$ cat src/rtl/hdlc_rx_deframer_if.sv
// Receive-side bundle of the HDLC deframer: serial line in,
// deframed bytes and frame event strobes out.
interface hdlc_rx_deframer_if;
    logic       RxEN;
    logic       Rx;
    logic       Rx_FlagDetect;
    logic       Rx_AbortDetect;
    logic       Rx_AbortSignal;
    logic       Rx_ValidFrame;
    logic [7:0] Rx_Data;
    logic       Rx_WrBuff;
    logic       Rx_EoF;
    logic       Rx_FrameError;

    modport master (
        input  RxEN,
        input  Rx,
        output Rx_FlagDetect,
        output Rx_AbortDetect,
        output Rx_AbortSignal,
        output Rx_ValidFrame,
        output Rx_Data,
        output Rx_WrBuff,
        output Rx_EoF,
        output Rx_FrameError
    );

    modport slave (
        output RxEN,
        output Rx,
        input  Rx_FlagDetect,
        input  Rx_AbortDetect,
        input  Rx_AbortSignal,
        input  Rx_ValidFrame,
        input  Rx_Data,
        input  Rx_WrBuff,
        input  Rx_EoF,
        input  Rx_FrameError
    );
endinterface

$ cat src/rtl/hdlc_rx_deframer.sv
// HDLC receive deframer: flag/abort detection, zero removal,
// byte assembly and end-of-frame reporting.
module hdlc_rx_deframer (
    input  logic               Clk,
    input  logic               Rst,
    hdlc_rx_deframer_if.master bus
);
    typedef enum logic [1:0] {
        IDLE,
        HUNT,
        FRAME
    } state_t;

    state_t     state;
    logic [7:0] window;
    logic [6:0] shreg;
    logic [2:0] ones_cnt;
    logic [2:0] bit_cnt;
    logic [2:0] drop_cnt;
    logic       flag_hit;
    logic       abort_hit;
    logic       err_hit;
    logic       eof_pend;
    logic       asig_pend;
    logic       err_pend;

    logic flag_now;
    logic abort_now;
    logic out_bit;
    logic stuffed;

    assign flag_now  = (window == 8'h7E);
    assign abort_now = (window == 8'hFE);
    assign out_bit   = window[0];
    assign stuffed   = !out_bit && (ones_cnt == 3'd5);

    always_ff @(posedge Clk or negedge Rst) begin
        if (!Rst) begin
            state              <= IDLE;
            window             <= '1;
            shreg              <= '0;
            ones_cnt           <= '0;
            bit_cnt            <= '0;
            drop_cnt           <= '0;
            flag_hit           <= 1'b0;
            abort_hit          <= 1'b0;
            err_hit            <= 1'b0;
            eof_pend           <= 1'b0;
            asig_pend          <= 1'b0;
            err_pend           <= 1'b0;
            bus.Rx_FlagDetect  <= 1'b0;
            bus.Rx_AbortDetect <= 1'b0;
            bus.Rx_AbortSignal <= 1'b0;
            bus.Rx_ValidFrame  <= 1'b0;
            bus.Rx_Data        <= 8'h00;
            bus.Rx_WrBuff      <= 1'b0;
            bus.Rx_EoF         <= 1'b0;
            bus.Rx_FrameError  <= 1'b0;
        end else if (!bus.RxEN) begin
            state              <= IDLE;
            window             <= '1;
            ones_cnt           <= '0;
            bit_cnt            <= '0;
            drop_cnt           <= '0;
            flag_hit           <= 1'b0;
            abort_hit          <= 1'b0;
            err_hit            <= 1'b0;
            eof_pend           <= 1'b0;
            asig_pend          <= 1'b0;
            err_pend           <= 1'b0;
            bus.Rx_FlagDetect  <= 1'b0;
            bus.Rx_AbortDetect <= 1'b0;
            bus.Rx_AbortSignal <= 1'b0;
            bus.Rx_ValidFrame  <= 1'b0;
            bus.Rx_WrBuff      <= 1'b0;
            bus.Rx_EoF         <= 1'b0;
            bus.Rx_FrameError  <= 1'b0;
        end else begin
            window        <= {bus.Rx, window[7:1]};
            flag_hit      <= flag_now;
            abort_hit     <= abort_now;
            err_hit       <= flag_now && (bit_cnt != 3'd0);
            bus.Rx_WrBuff <= 1'b0;

            // The bit leaving the window is released; a flag
            // drops itself by skipping the next 8 released bits.
            unique case (state)
                IDLE: state <= HUNT;
                HUNT: begin
                    if (flag_now) begin
                        state    <= FRAME;
                        drop_cnt <= 3'd7;
                        bit_cnt  <= '0;
                        ones_cnt <= '0;
                    end
                end
                FRAME: begin
                    if (abort_now) begin
                        state    <= HUNT;
                        drop_cnt <= '0;
                        bit_cnt  <= '0;
                        ones_cnt <= '0;
                    end else if (flag_now) begin
                        drop_cnt <= 3'd7;
                        bit_cnt  <= '0;
                        ones_cnt <= '0;
                    end else if (drop_cnt != 3'd0) begin
                        drop_cnt <= drop_cnt - 3'd1;
                    end else if (stuffed) begin
                        ones_cnt <= '0;
                    end else begin
                        if (!out_bit)
                            ones_cnt <= '0;
                        else if (ones_cnt != 3'd7)
                            ones_cnt <= ones_cnt + 3'd1;
                        shreg   <= {out_bit, shreg[6:1]};
                        bit_cnt <= bit_cnt + 3'd1;
                        if (bit_cnt == 3'd7) begin
                            bus.Rx_Data       <= {out_bit, shreg};
                            bus.Rx_WrBuff     <= 1'b1;
                            bus.Rx_ValidFrame <= 1'b1;
                        end
                    end
                end
                default: state <= IDLE;
            endcase

            bus.Rx_FlagDetect  <= flag_hit;
            bus.Rx_AbortDetect <= abort_hit;
            eof_pend  <= (flag_hit || abort_hit) && bus.Rx_ValidFrame;
            asig_pend <= abort_hit && bus.Rx_ValidFrame;
            err_pend  <= flag_hit && err_hit && bus.Rx_ValidFrame;
            if (flag_hit || abort_hit)
                bus.Rx_ValidFrame <= 1'b0;

            bus.Rx_EoF         <= eof_pend;
            bus.Rx_AbortSignal <= asig_pend;
            bus.Rx_FrameError  <= err_pend;
        end
    end
endmodule

$ cat src/flat_wrapper.sv
// flat-port wrapper written by rule: the top's interface ports become plain ports
module hdlc_rx_deframer_flat 
  (Clk, Rst, bus_RxEN, bus_Rx, bus_Rx_FlagDetect, bus_Rx_AbortDetect, bus_Rx_AbortSignal, bus_Rx_ValidFrame, bus_Rx_Data, bus_Rx_WrBuff, bus_Rx_EoF, bus_Rx_FrameError);
  hdlc_rx_deframer_if bus_i ();
  input  logic Clk;
  input  logic Rst;
  input wire logic [$bits(bus_i.RxEN)-1:0] bus_RxEN;
  input wire logic [$bits(bus_i.Rx)-1:0] bus_Rx;
  output wire logic [$bits(bus_i.Rx_FlagDetect)-1:0] bus_Rx_FlagDetect;
  output wire logic [$bits(bus_i.Rx_AbortDetect)-1:0] bus_Rx_AbortDetect;
  output wire logic [$bits(bus_i.Rx_AbortSignal)-1:0] bus_Rx_AbortSignal;
  output wire logic [$bits(bus_i.Rx_ValidFrame)-1:0] bus_Rx_ValidFrame;
  output wire logic [$bits(bus_i.Rx_Data)-1:0] bus_Rx_Data;
  output wire logic [$bits(bus_i.Rx_WrBuff)-1:0] bus_Rx_WrBuff;
  output wire logic [$bits(bus_i.Rx_EoF)-1:0] bus_Rx_EoF;
  output wire logic [$bits(bus_i.Rx_FrameError)-1:0] bus_Rx_FrameError;
  assign bus_i.RxEN = bus_RxEN;
  assign bus_i.Rx = bus_Rx;
  assign bus_Rx_FlagDetect = bus_i.Rx_FlagDetect;
  assign bus_Rx_AbortDetect = bus_i.Rx_AbortDetect;
  assign bus_Rx_AbortSignal = bus_i.Rx_AbortSignal;
  assign bus_Rx_ValidFrame = bus_i.Rx_ValidFrame;
  assign bus_Rx_Data = bus_i.Rx_Data;
  assign bus_Rx_WrBuff = bus_i.Rx_WrBuff;
  assign bus_Rx_EoF = bus_i.Rx_EoF;
  assign bus_Rx_FrameError = bus_i.Rx_FrameError;
  hdlc_rx_deframer u_core (.Clk(Clk), .Rst(Rst), .bus(bus_i));
endmodule
$ cat config.mk
export PLATFORM = sky130hd
export DESIGN_NAME = hdlc_rx_deframer_flat
export DESIGN_NICKNAME = d
export VERILOG_FILES = /design/src/rtl/hdlc_rx_deframer_if.sv /design/src/rtl/hdlc_rx_deframer.sv /design/src/flat_wrapper.sv
export SDC_FILE = /design/constraint.sdc
export NUM_CORES = 1
export LEC_CHECK = 0
export ABC_AREA = 1
export ABC_CLOCK_PERIOD_IN_PS = 2300
export CORE_MARGIN = 1.5
export CORE_UTILIZATION = 40
export CTS_CLUSTER_DIAMETER = 50
export CTS_CLUSTER_SIZE = 14
export DETAILED_ROUTE_END_ITERATION = 16
export PLACE_DENSITY = 0.57
export SKIP_CTS_REPAIR_TIMING = 1
export SLEW_MARGIN = 20
export SYNTH_ARGS = -nofsm -noshare
export SYNTH_HDL_FRONTEND = slang
export SYNTH_SLANG_ARGS = --single-unit
$ cat constraint.sdc
create_clock -name Clk -period 2.3 [get_ports Clk]
set_clock_uncertainty 0.1 [all_clocks]
set_input_delay 0.345 -clock Clk [delete_from_list [all_inputs] [get_ports Clk]]
set_output_delay 0.345 -clock Clk [all_outputs]
set_load 0.005 [all_outputs]
Word-level counts from Yosys, hierarchy flattened
Cells that the tools add are included.

Output and inout bits: 15. Register bits: 47. Input bits: 4. Logic and storage cells: 117.

Mux-type cells: 52. Eq/ne operators: 20. Bitwise gates (word level): 4. Reduce and logical (&&, ||, !) cells: 18. $add $sub $neg: 3.

Operators by type and width (number): 3-bit two-way mux (18); 1-bit two-way mux (26); 3-bit case mux with 2 select lines (3); 3-bit inequality test, second input constant (5); 6-bit AND reduction (2); 5-bit by 3-bit inequality test with 1-bit output, second input constant (2); 3-bit by 1-bit inequality test with 1-bit output, second input constant (3); 8-bit by 7-bit equality test with 1-bit output, second input constant (1); 8-bit equality test, second input constant (1); 8-bit two-way mux (1); 4-bit AND reduction (2); 7-bit inequality test, second input constant (1); 7-bit AND reduction (1); 3-bit by 1-bit adder with 3-bit output, second input constant (2); 3-bit equality test, second input constant (2); 1-bit logical AND (6); 2-bit two-way mux (3); 3-bit by 2-bit inequality test with 1-bit output, second input constant (2); 2-bit case mux with 3 select lines (1); 3-bit nonzero test (2); 5-bit by 2-bit inequality test with 1-bit output, second input constant (1); 1-bit inverter (4); 3-bit AND reduction (1); 3-bit by 1-bit subtractor with 3-bit output, second input constant (1); 6 further kinds (6).

Longest topological paths before layout
Gate-level depths: netlist (run 1).

Depth after elaboration: 9. Mapped depth: 10. Gate-level depth less buffers: 10.

Worst setup path before layout (run 1)
Ideal clock, no wire load.

Path type: register to register. Start point: register u_core.drop_cnt[0]. End point: register u_core.bus.Rx_Data[5]. Data arrival time: 1.359 ns. Clock period less this slack: 1.577 ns. Path slack: 0.723 ns. Setup time: 0.118 ns. Data required time: 2.082 ns. Path buffers: 1. Cell stages (with the launch flop): 11. Path through: dfrtp_1 inv_1 ha_1 inv_1 nor2_1 nand2_2 nor2_8 nand2_4 buf_12 nand2_2 o21ai_2.

Word-level cells in the longest chain between the ends: 3.

RTL lines: start, declared (line hdlc_rx_deframer.sv:19) `logic [2:0] drop_cnt;`; start signal, assigned (line hdlc_rx_deframer.sv:108) `drop_cnt <= drop_cnt - 3'd1;`; 3-bit nonzero test (line hdlc_rx_deframer.sv:107) `end else if (drop_cnt != 3'd0) begin`; 1-bit inverter (no line); 7-bit AND reduction (no line); end signal, assigned (line hdlc_rx_deframer.sv:119) `bus.Rx_Data <= {out_bit, shreg};`; end, declared (line hdlc_rx_deframer_if.sv:22) `output Rx_Data,`.

Every way passes these cells. A chain may end at the register's enable or synchronous reset.

Worst setup path in the final report (run 1)
Start point: input bus_RxEN. End point: register u_core.drop_cnt[2].

Word-level cells in the longest chain between the ends: 2. Elaborated cells between the ends (all ways): 5. Classes of those cells: eq/ne: 3; mux: 1; reduce/logical: 1.

RTL lines: start, declared (line flat_wrapper.sv:7) `input wire logic [$bits(bus_i.RxEN)-1:0] bus_RxEN;`; 5-bit by 2-bit inequality test with 1-bit output (no line), or another cell as far along; 3-bit AND reduction (no line).

Several ways; a longest one is shown, not always the timed one.

==> results.toml, run 1 <==
[power_and_ir_drop]
total_leakage_power_nw = 1.33
total_power_consumption_w = 0.00220
power.density_nw_per_um2 = 831
maximum_vdd_ir_drop_mv = 0.338

[sta]
setup-tns-final_ns = 0
finalMaxSlewViolations = 0
finalHoldViolCount = 0
rsz0062_at_grt = "false"
max_slew_margin_pct = 78.8
timing.final.crit_share_pct = 75.6
max_clock_freq_mhz = 575
worstMarginPinSlew_ns = 0.316
setup_viol = 0
timing.final.crit_period_ns = 1.74

[critical_path]
critical_path.endpoint_type = "register"
beginning_of_the_worst_register_to_register_path = "u_core.drop_cnt[0]"
worst_ep_arrival_time_ns = 1.84
setup.reg_to_reg.worst_slack_ns = 0.58
timing_worst_setup_path_type = "input port to register"
critical_path.startpoint_type = "input port"
worst_setup_sp = "bus_RxEN"
path_max_fanout = 14
critPathRequiredTime_ns = 2.40

[yosys]
syn_nets = 248
ys_top_cells_by_area = "dfrtp_1 (43%), nand2_1 (10%), dfstp_2 (9.3%)"
synth_cells = 236
ys_seq_area_share_pct = 52.5
synth-async-reset-ratio_pct = 100
yosys_register_bits = 47
synth_edf_count = 0
dominantRegCellSynth = "dfrtp_1"
syn_area_sq_um = 2260
synth-warning-count = 0
post_synth.cell_area_avg_sq_um = 9.57
synthDistinctLibCells = 28
synth_area_leader_cell = "dfrtp_1"
netlist.area_leader.share_pct = 43.2

[routing]
drtIter0Drc = 32
routed-via-count = 1498
postRouteAntennaNets = 0
postRouteWirelength_microns = 3670
drt_pass1_iterations = 4
drt_drc_violations_left = 0
avgRoutedWirePerCell_microns = 11.0
drt-vias-per-instance = 4.50

[global_routing]
grt_antenna_before_repair = 0
grt_busiest_layer = "met2"
globalRouteTotalUtil_pct = 13.4
gr-total-overflow = 0
grt_start_max_net_pins = 48
grtUsageMet1_pct = 17.2
grtUsageMet3_pct = 3.72
first_global_vias = 1402
global_route_wire_length_before_repair_microns = 6310
global_routing_usage_on_met2_pct = 20.2

[job]
max_cap_violations = 0

[clock_tree]
worst_setup_hold_path_clk_slew_ns = 0.08
cts_tree = "built"
cts_buffers = 5
cts.sink_count = 47
clock_tree.htree_level_count = 2
clk_latency_ns = 0.30
clockBufferDepth = 2
cts.root.buffer_cell = "clkbuf_8"

[outcome]
result_of_the_run = "finished clean"

[cells_and_area]
insertedDiodeCount = 0
area_growth_syn_to_layout_pct = 17.4
finalInstanceArea_sq_um = 2650
layout-drive-gt1-share_pct = 24.5
nets = 272

[place]
port_buffers = 18
placer_s_final_routability_congestion_estimate = 0.782
detailed_placer_s_ending_hpwl_microns = 2560
placed_area_sq_um = 2510

[floorplanning]
die-area_sq_um = 6110
top_level_ports = 19
fp.dieH_microns = 78.2
coreArea_sq_um = 5470
die_x_microns = 78.2
initial_utilization_pct = 41.3
row_count = 27

[worst_hold_path]
worstHoldPathType = "register to register"
min-delay-start = "u_core.err_pend"
==> layer usage <==
layer  wire length (microns)  vias to the layer above
li1                        -                      780
met1                    1820                      687
met2                    1660                       24
met3                     114                        7
met4                      78                        0
met5                       0                        -
==> cell usage after synthesis, types with 3 or more instances <==
cell	instances
inv_2	3
dfstp_2	8
ha_1	8
nand2_2	6
or2_2	7
o21ai_2	15
inv_1	26
nand3_1	12
nand4_1	3
nand2_1	63
nand2_4	5
nor2_2	3
nor2_1	21
dfrtp_1	39
==> sequential cells by signal (all words and copies together), names as in the netlist <==
name,cells
u_core.bus.Rx_ValidFrame,1
u_core.state,2
u_core.bus.Rx_Data,8
u_core.err_hit,1
u_core.window,8
u_core.abort_hit,1
u_core.bus.Rx_AbortSignal,1
u_core.bus.Rx_FlagDetect,1
u_core.bus.Rx_WrBuff,1
u_core.bus.Rx_FrameError,1
u_core.drop_cnt,3
u_core.bit_cnt,3
u_core.err_pend,1
u_core.flag_hit,1
u_core.eof_pend,1
u_core.ones_cnt,3
u_core.asig_pend,1
u_core.bus.Rx_EoF,1
u_core.shreg,7
u_core.bus.Rx_AbortDetect,1
==> report_power, final <==
part,total [W],switching [W],internal (W)
Sequential,0.000958,0.0000537,0.000904
Combinational,0.000535,0.000341,0.000194
Clock,0.000710,0.000276,0.000434
==> through the flow <==
step / worst slack, ns / std cells / util (%) / hold WS (ns)
2_1_floorplan: 0.723 / 236 / - / -0.0506
3_3_place_gp: 0.329 / 324 / 45.9 / 0.248
3_5_place_dp: 0.270 / 324 / 45.9 / 0.248
4_1_cts: 0.568 / 332 / 48.3 / -0.0874
5_1_grt: 0.400 / 333 / 48.5 / 0.359
6_report: 0.561 / 333 / 48.5 / 0.347
==> critical path, cell delays in order <==
cell             delay, ns
clkdlybuf4s50_1       0.58
inv_2                 0.15
nor2_1                0.30
nand2_1               0.16
nand2_1               0.10
nor2_1                0.08
nand3_1               0.08
nand2_1               0.05
==> cells by family after synthesis <==
group / after synthesis / synth area share, %
simple gates: 125 / 27.7
flops: 47 / 52.5
buf+inv: 34 / 6.98
compound gates: 21 / 8.03
fa+ha+maj: 8 / 4.43
xor+xnor: 1 / 0.388
==> path summary, 6_finish.rpt <==
path,endpoint,cells past startpoint
worst max-delay path,u_core.drop_cnt[2],8
worst min register to register,u_core.bus.Rx_FrameError,2
min in group asynchronous,u_core.bus.Rx_AbortSignal,3
worst min-delay path,u_core.bus.Rx_FrameError,2
worst max register to register,u_core.bus.Rx_Data[3],9
max in group asynchronous,u_core.window[0],3
==> final cells by class <==
cell class	count	area, sq um
clock inverter	2	60.1
fill	524	2820
clock buffer	6	72.6
sequential	47	1190
multi-input combinational	155	916
tap	72	90.1
inverter	30	115
timing repair buffer	21	213
==> cells in the final DEF, fill, tap and decap left out, types with 5 or more instances in the layout <==
master / count
o21ai_2: 15
nand2_4: 5
dfstp_2: 8
nand2_1: 63
dfrtp_1: 39
nor2_1: 21
ha_1: 8
inv_1: 26
nand3_1: 12
or2_2: 7
nand2_2: 6
clkdlybuf4s50_1: 17
clkbuf_8: 5
Power figures use the tool's default switching activity.
==> run 2, diff against run 1 <==
Settings changed: ABC_CLOCK_PERIOD_IN_PS 2300 to 1800.
Clock period 2.3 ns to 1.8 ns, I/O delays scaled along.
==> run 2 against run 1 <==
  * Sequential share of layout area down 0.58 points
  * Via count up 1.3%
  * Clock power up 15%
  * Wire length up 1.4%
  * Critical endpoint is now u_core.ones_cnt[1]
  * Largest cell class unchanged
==> results.toml, run 2 (synthesis gave the netlist of run 1 again) <==
[floorplanning]
die-area_sq_um = 6110
die_x_microns = 78.2
fp.dieH_microns = 78.2
initial_utilization_pct = 41.3
row_count = 27
coreArea_sq_um = 5470
top_level_ports = 19

[clock_tree]
clockBufferDepth = 2
cts_buffers = 5
worst_setup_hold_path_clk_slew_ns = 0.09
cts_tree = "built"
cts.root.buffer_cell = "clkbuf_8"
cts.sink_count = 47
clock_tree.htree_level_count = 2
clk_latency_ns = 0.30

[routing]
drt_drc_violations_left = 0
postRouteAntennaNets = 0
postRouteWirelength_microns = 3720
drtIter0Drc = 46
drt-vias-per-instance = 4.50
routed-via-count = 1518
drt_pass1_iterations = 4
avgRoutedWirePerCell_microns = 11.0

[critical_path]
critical_path.startpoint_type = "register"
critPathMostFrequentCell = "nand2_1"
critPathRequiredTime_ns = 1.94
crit_path_top_delay_cell = "dfstp_2"
max_stage_delay_ns = 0.54
critical_path.endpoint_type = "register"
timing_worst_setup_path_type = "register to register"
worst_ep_arrival_time_ns = 1.84
crit_chain = "nand2_1, nor2_4, nand2_8, a21boi_4, buf_4, nand4_1, nand2_1"
path_max_fanout = 10

[sta]
max_clock_freq_mhz = 588
timing.final.crit_period_ns = 1.70
finalMaxSlewViolations = 0
finalHoldViolCount = 0
worstMarginPinSlew_ns = 0.337
final.hold.worst_slack_ns = 0.338
timing.final.crit_share_pct = 94.5
setup_viol = 0
max_slew_margin_pct = 77.5
setup-tns-final_ns = 0

[place]
placer_s_final_routability_congestion_estimate = 0.876
detailed_placer_s_ending_hpwl_microns = 2590
port_buffers = 18

[cells_and_area]
most_common_cell_after_layout_fill_and_taps_aside = "nand2_1"
layout-drive-gt1-share_pct = 26.4
layout.cells.most_common_list = "nand2_1 (63), dfrtp_1 (39), inv_1 (26)"
insertedDiodeCount = 0
nets = 276
largest_registers = "u_core.bus.Rx_Data: 8 flops, u_core.window: 8 flops, u_core.shreg: 7 flops"
area_growth_syn_to_layout_pct = 18.9

[outcome]
result_of_the_run = "finished clean"

[global_routing]
grt_antenna_before_repair = 0
global_route_wire_length_before_repair_microns = 6790
first_global_vias = 1484
grt_start_max_net_pins = 48
gr-total-overflow = 0
globalRouteTotalUtil_pct = 14.3

[power_and_ir_drop]
maximum_vdd_ir_drop_mv = 0.423
power.density_nw_per_um2 = 1030
total_leakage_power_nw = 1.33

[job]
max_cap_violations = 0

[worst_hold_path]
worstHoldPathType = "register to register"
-- run 2: area by class of cell --
type | count | area, sq um
multi-input cells | 155 | 932
flip-flops and latches | 47 | 1190
inverters | 30 | 115
repair buffers | 25 | 243
clock buffers | 6 | 82.6
well taps | 72 | 90.1
clock inverters | 2 | 38.8
fillers | 530 | 2790
-- run 2: critical path, delay by kind of cell, from the launching register on --
kind	cells	cell delay (ns)
and+or+nand+nor	5	0.54
buffers and inverters	1	0.17
DFF	1	0.54
AOI/OAI and AO/OA	1	0.29
-- run 2: stage by stage --
step | std cells | setup slack, ns | cell area [sq um] | utilization [%] | total power (W)
finish | 337 | 0.0991 | 2690 | 49.1 | 0.00277
global route | 337 | -0.0102 | 2690 | 49.1 | 0.00298
CTS | 335 | 0.0344 | 2650 | 48.5 | 0.00278
detailed placement | 327 | -0.0658 | 2530 | 46.3 | 0.00194
global placement | 327 | 0.0115 | 2530 | 46.3 | 0.00193
floorplan | 236 | 0.223 | 2260 | - | 0.00178
-- run 2: metal layers --
layer,wire length (microns),part of all wire [%],track usage [%]
met3,134,3.6,4.65
met5,0,0,0
met4,61,1.6,5.71
met2,1700,46,22.2
met1,1820,49,18.3
-- run 2: power by group --
group          switching (W)  internal (W)
combinational       0.000455      0.000271
clock               0.000363      0.000457
sequential         0.0000710       0.00116
-- run 2: worst paths after layout --
| path | startpoint | to | slack (ns) | cells after the start |
|---|---|---|---|---|
| max | u_core.window[5] | u_core.ones_cnt[1] | 0.1 | 7 |
| max in group asynchronous | Rst | u_core.window[0] | 0.95 | 3 |
| min in group asynchronous | Rst | u_core.bus.Rx_AbortSignal | 0.38 | 3 |
| min reg2reg | u_core.err_pend | u_core.bus.Rx_FrameError | 0.34 | 2 |
| min | u_core.err_pend | u_core.bus.Rx_FrameError | 0.34 | 2 |
| max reg2reg | u_core.window[5] | u_core.ones_cnt[1] | 0.1 | 7 |
==> run 3, diff against run 2 <==
Settings changed: CORE_MARGIN 1.5 to 2, PLACE_DENSITY 0.57 to 0.56, RECOVER_POWER set to 25.
==> run 3 against run 2 <==
  * First-iteration DRC count grew 46%
  * Worst hold slack gained 0.013 ns
  * Wire length grew 5.2%
  * Critical path type is now input port to register
  * Sequential share of layout area is essentially flat
  * Via count grew 4.3%
  * Non-clock buffer count is the same
  * Power shrank 1.3%
  * Largest power group unchanged
  * Combinational power grew 2%
  * Die area grew 2.6%
  * Setup slack gained 0.033 ns
  * Global-route usage shrank 0.051 points
  * Clock power shrank 6.0%
==> results.toml, run 3 (synthesis gave the netlist of run 1 again) <==
[floorplanning]
die_x_microns = 79.2
die-area_sq_um = 6270
top_level_ports = 19
initial_utilization_pct = 41.3
fp.dieH_microns = 79.2
coreArea_sq_um = 5470
row_count = 27

[sta]
max_slew_margin_pct = 60.9
finalHoldViolCount = 0
timing.final.crit_period_ns = 1.67
setup-tns-final_ns = 0
timing.final.crit_share_pct = 92.7
layout_setup_ws_ns = 0.132
final.hold.worst_slack_ns = 0.351
finalMaxSlewViolations = 0
worstMarginPinSlew_ns = 0.586
setup_viol = 0
max_clock_freq_mhz = 599
rsz0062_at_grt = "false"

[global_routing]
globalRouteTotalUtil_pct = 14.2
grt_start_max_net_pins = 27
gr-total-overflow = 0
global_route_wire_length_before_repair_microns = 6970
first_global_vias = 1587
grt_antenna_before_repair = 0

[critical_path]
critical_path.startpoint_type = "input port"
critPathMostFrequentCell = "nand2_1"
crit_chain = "clkdlybuf4s50_1, inv_2, nor2_1, nand2_1, nand2_1, nor2_1, nand3_1, nand2_1"
max_stage_delay_ns = 0.60
critical_path.endpoint_type = "register"
worst-r2r-cell-count = 7
critPathRequiredTime_ns = 1.89
timing_worst_setup_path_type = "input port to register"
worst_ep_arrival_time_ns = 1.76
path_max_fanout = 6
crit_path_top_delay_cell = "clkdlybuf4s50_1"

[clock_tree]
worst_setup_hold_path_clk_slew_ns = 0.08
clockBufferDepth = 2
cts.root.buffer_cell = "clkbuf_8"
cts_buffers = 5
cts_tree = "built"
cts.sink_count = 47
clk_latency_ns = 0.30
clock_tree.htree_level_count = 2

[job]
max_cap_violations = 0

[cells_and_area]
num-fill-cells = 554
most_common_cell_after_layout_fill_and_taps_aside = "nand2_1"
area_growth_syn_to_layout_pct = 18.8
layout.cells.most_common_list = "nand2_1 (63), dfrtp_1 (39), inv_1 (26)"
insertedDiodeCount = 0
multi_input_area_sq_um = 938
layout-drive-gt1-share_pct = 26.7
nets = 277
largest_registers = "u_core.bus.Rx_Data: 8 flops, u_core.window: 8 flops, u_core.shreg: 7 flops"
final-seq-area_sq_um = 1190

[worst_hold_path]
worstHoldPathType = "register to register"
min_path_cells = 2

[routing]
postRouteWirelength_microns = 3910
routed-via-count = 1583
postRouteAntennaNets = 0
drt_pass1_iterations = 4
drtIter0Drc = 67
avgRoutedWirePerCell_microns = 11.6
drt_drc_violations_left = 0
drt-vias-per-instance = 4.68

[power_and_ir_drop]
total_leakage_power_nw = 1.33
power.density_nw_per_um2 = 1020
total_power_consumption_w = 0.00274
maximum_vdd_ir_drop_mv = 0.398

[outcome]
result_of_the_run = "finished clean"

[place]
port_buffers = 18
place_ws_ns = -0.0448
detailed_placer_s_ending_hpwl_microns = 2790
placer_s_final_routability_congestion_estimate = 0.854
[run 3: cell types whose count changed in the layout (fill, tap and decap cells not counted)]
| cell | delta |
|---|---|
| a21boi_2 | +1 |
| buf_2 | -1 |
| clkbuf_2 | +1 |
| clkbuf_8 | -1 |
| clkinv_2 | +1 |
| clkinv_4 | +1 |
| inv_6 | -1 |
| nor2_2 | +1 |
| nor2_4 | -1 |
[run 3: final timing paths]
| path | start | end | slack (ns) |
|---|---|---|---|
| worst max-delay path | bus_RxEN | u_core.drop_cnt[1] | 0.13 |
| worst min-delay path | u_core.asig_pend | u_core.bus.Rx_AbortSignal | 0.35 |
| worst max register to register | u_core.window[5] | u_core.bit_cnt[0] | 0.14 |
| worst min register to register | u_core.asig_pend | u_core.bus.Rx_AbortSignal | 0.35 |
| min in group asynchronous | Rst | u_core.bit_cnt[2] | 0.40 |
| max in group asynchronous | Rst | u_core.bus.Rx_FrameError | 0.66 |
[run 3: metal layers]
| layer | part of all wire, % | up-vias | wire length (microns) | GRT usage [%] |
|---|---|---|---|---|
| li1 | - | 794 | - | - |
| met1 | 46 | 759 | 1820 | 17.0 |
| met2 | 49 | 25 | 1900 | 24.4 |
| met3 | 3.6 | 5 | 140 | 3.86 |
| met4 | 1.5 | 0 | 57 | 5.17 |
| met5 | 0 | - | 0 | 0 |
[run 3: area by class of cell]
type                       count  share of cell area, %
clock buffer                   5                   2.56
clock inverter                 3                   1.63
inverter                      30                   4.29
multi-input combinational    156                   34.9
sequential                    47                   44.2
tap                           72                   3.36
timing repair buffer          25                   9.04
[run 3: critical path, delay by kind of cell]
kind / cells / cell delay, ns
buf+inv: 2 / 0.68
simple gates: 6 / 0.81
[run 3: power by group]
group	total (W)	switching [W]	internal (W)	leakage (nW)
registers	0.00122	0.0000688	0.00116	0.619
logic	0.000742	0.000463	0.000279	0.656
clock network	0.000771	0.000357	0.000414	0.0581
[run 3: stage by stage]
stage | cell area (sq um) | instances | util, %
after floorplan | 2260 | 236 | -
after global placement | 2530 | 327 | 46.3
after detailed placement | 2530 | 327 | 46.3
after CTS | 2650 | 335 | 48.3
after global routing | 2690 | 338 | 49.1
final | 2690 | 338 | 49.1
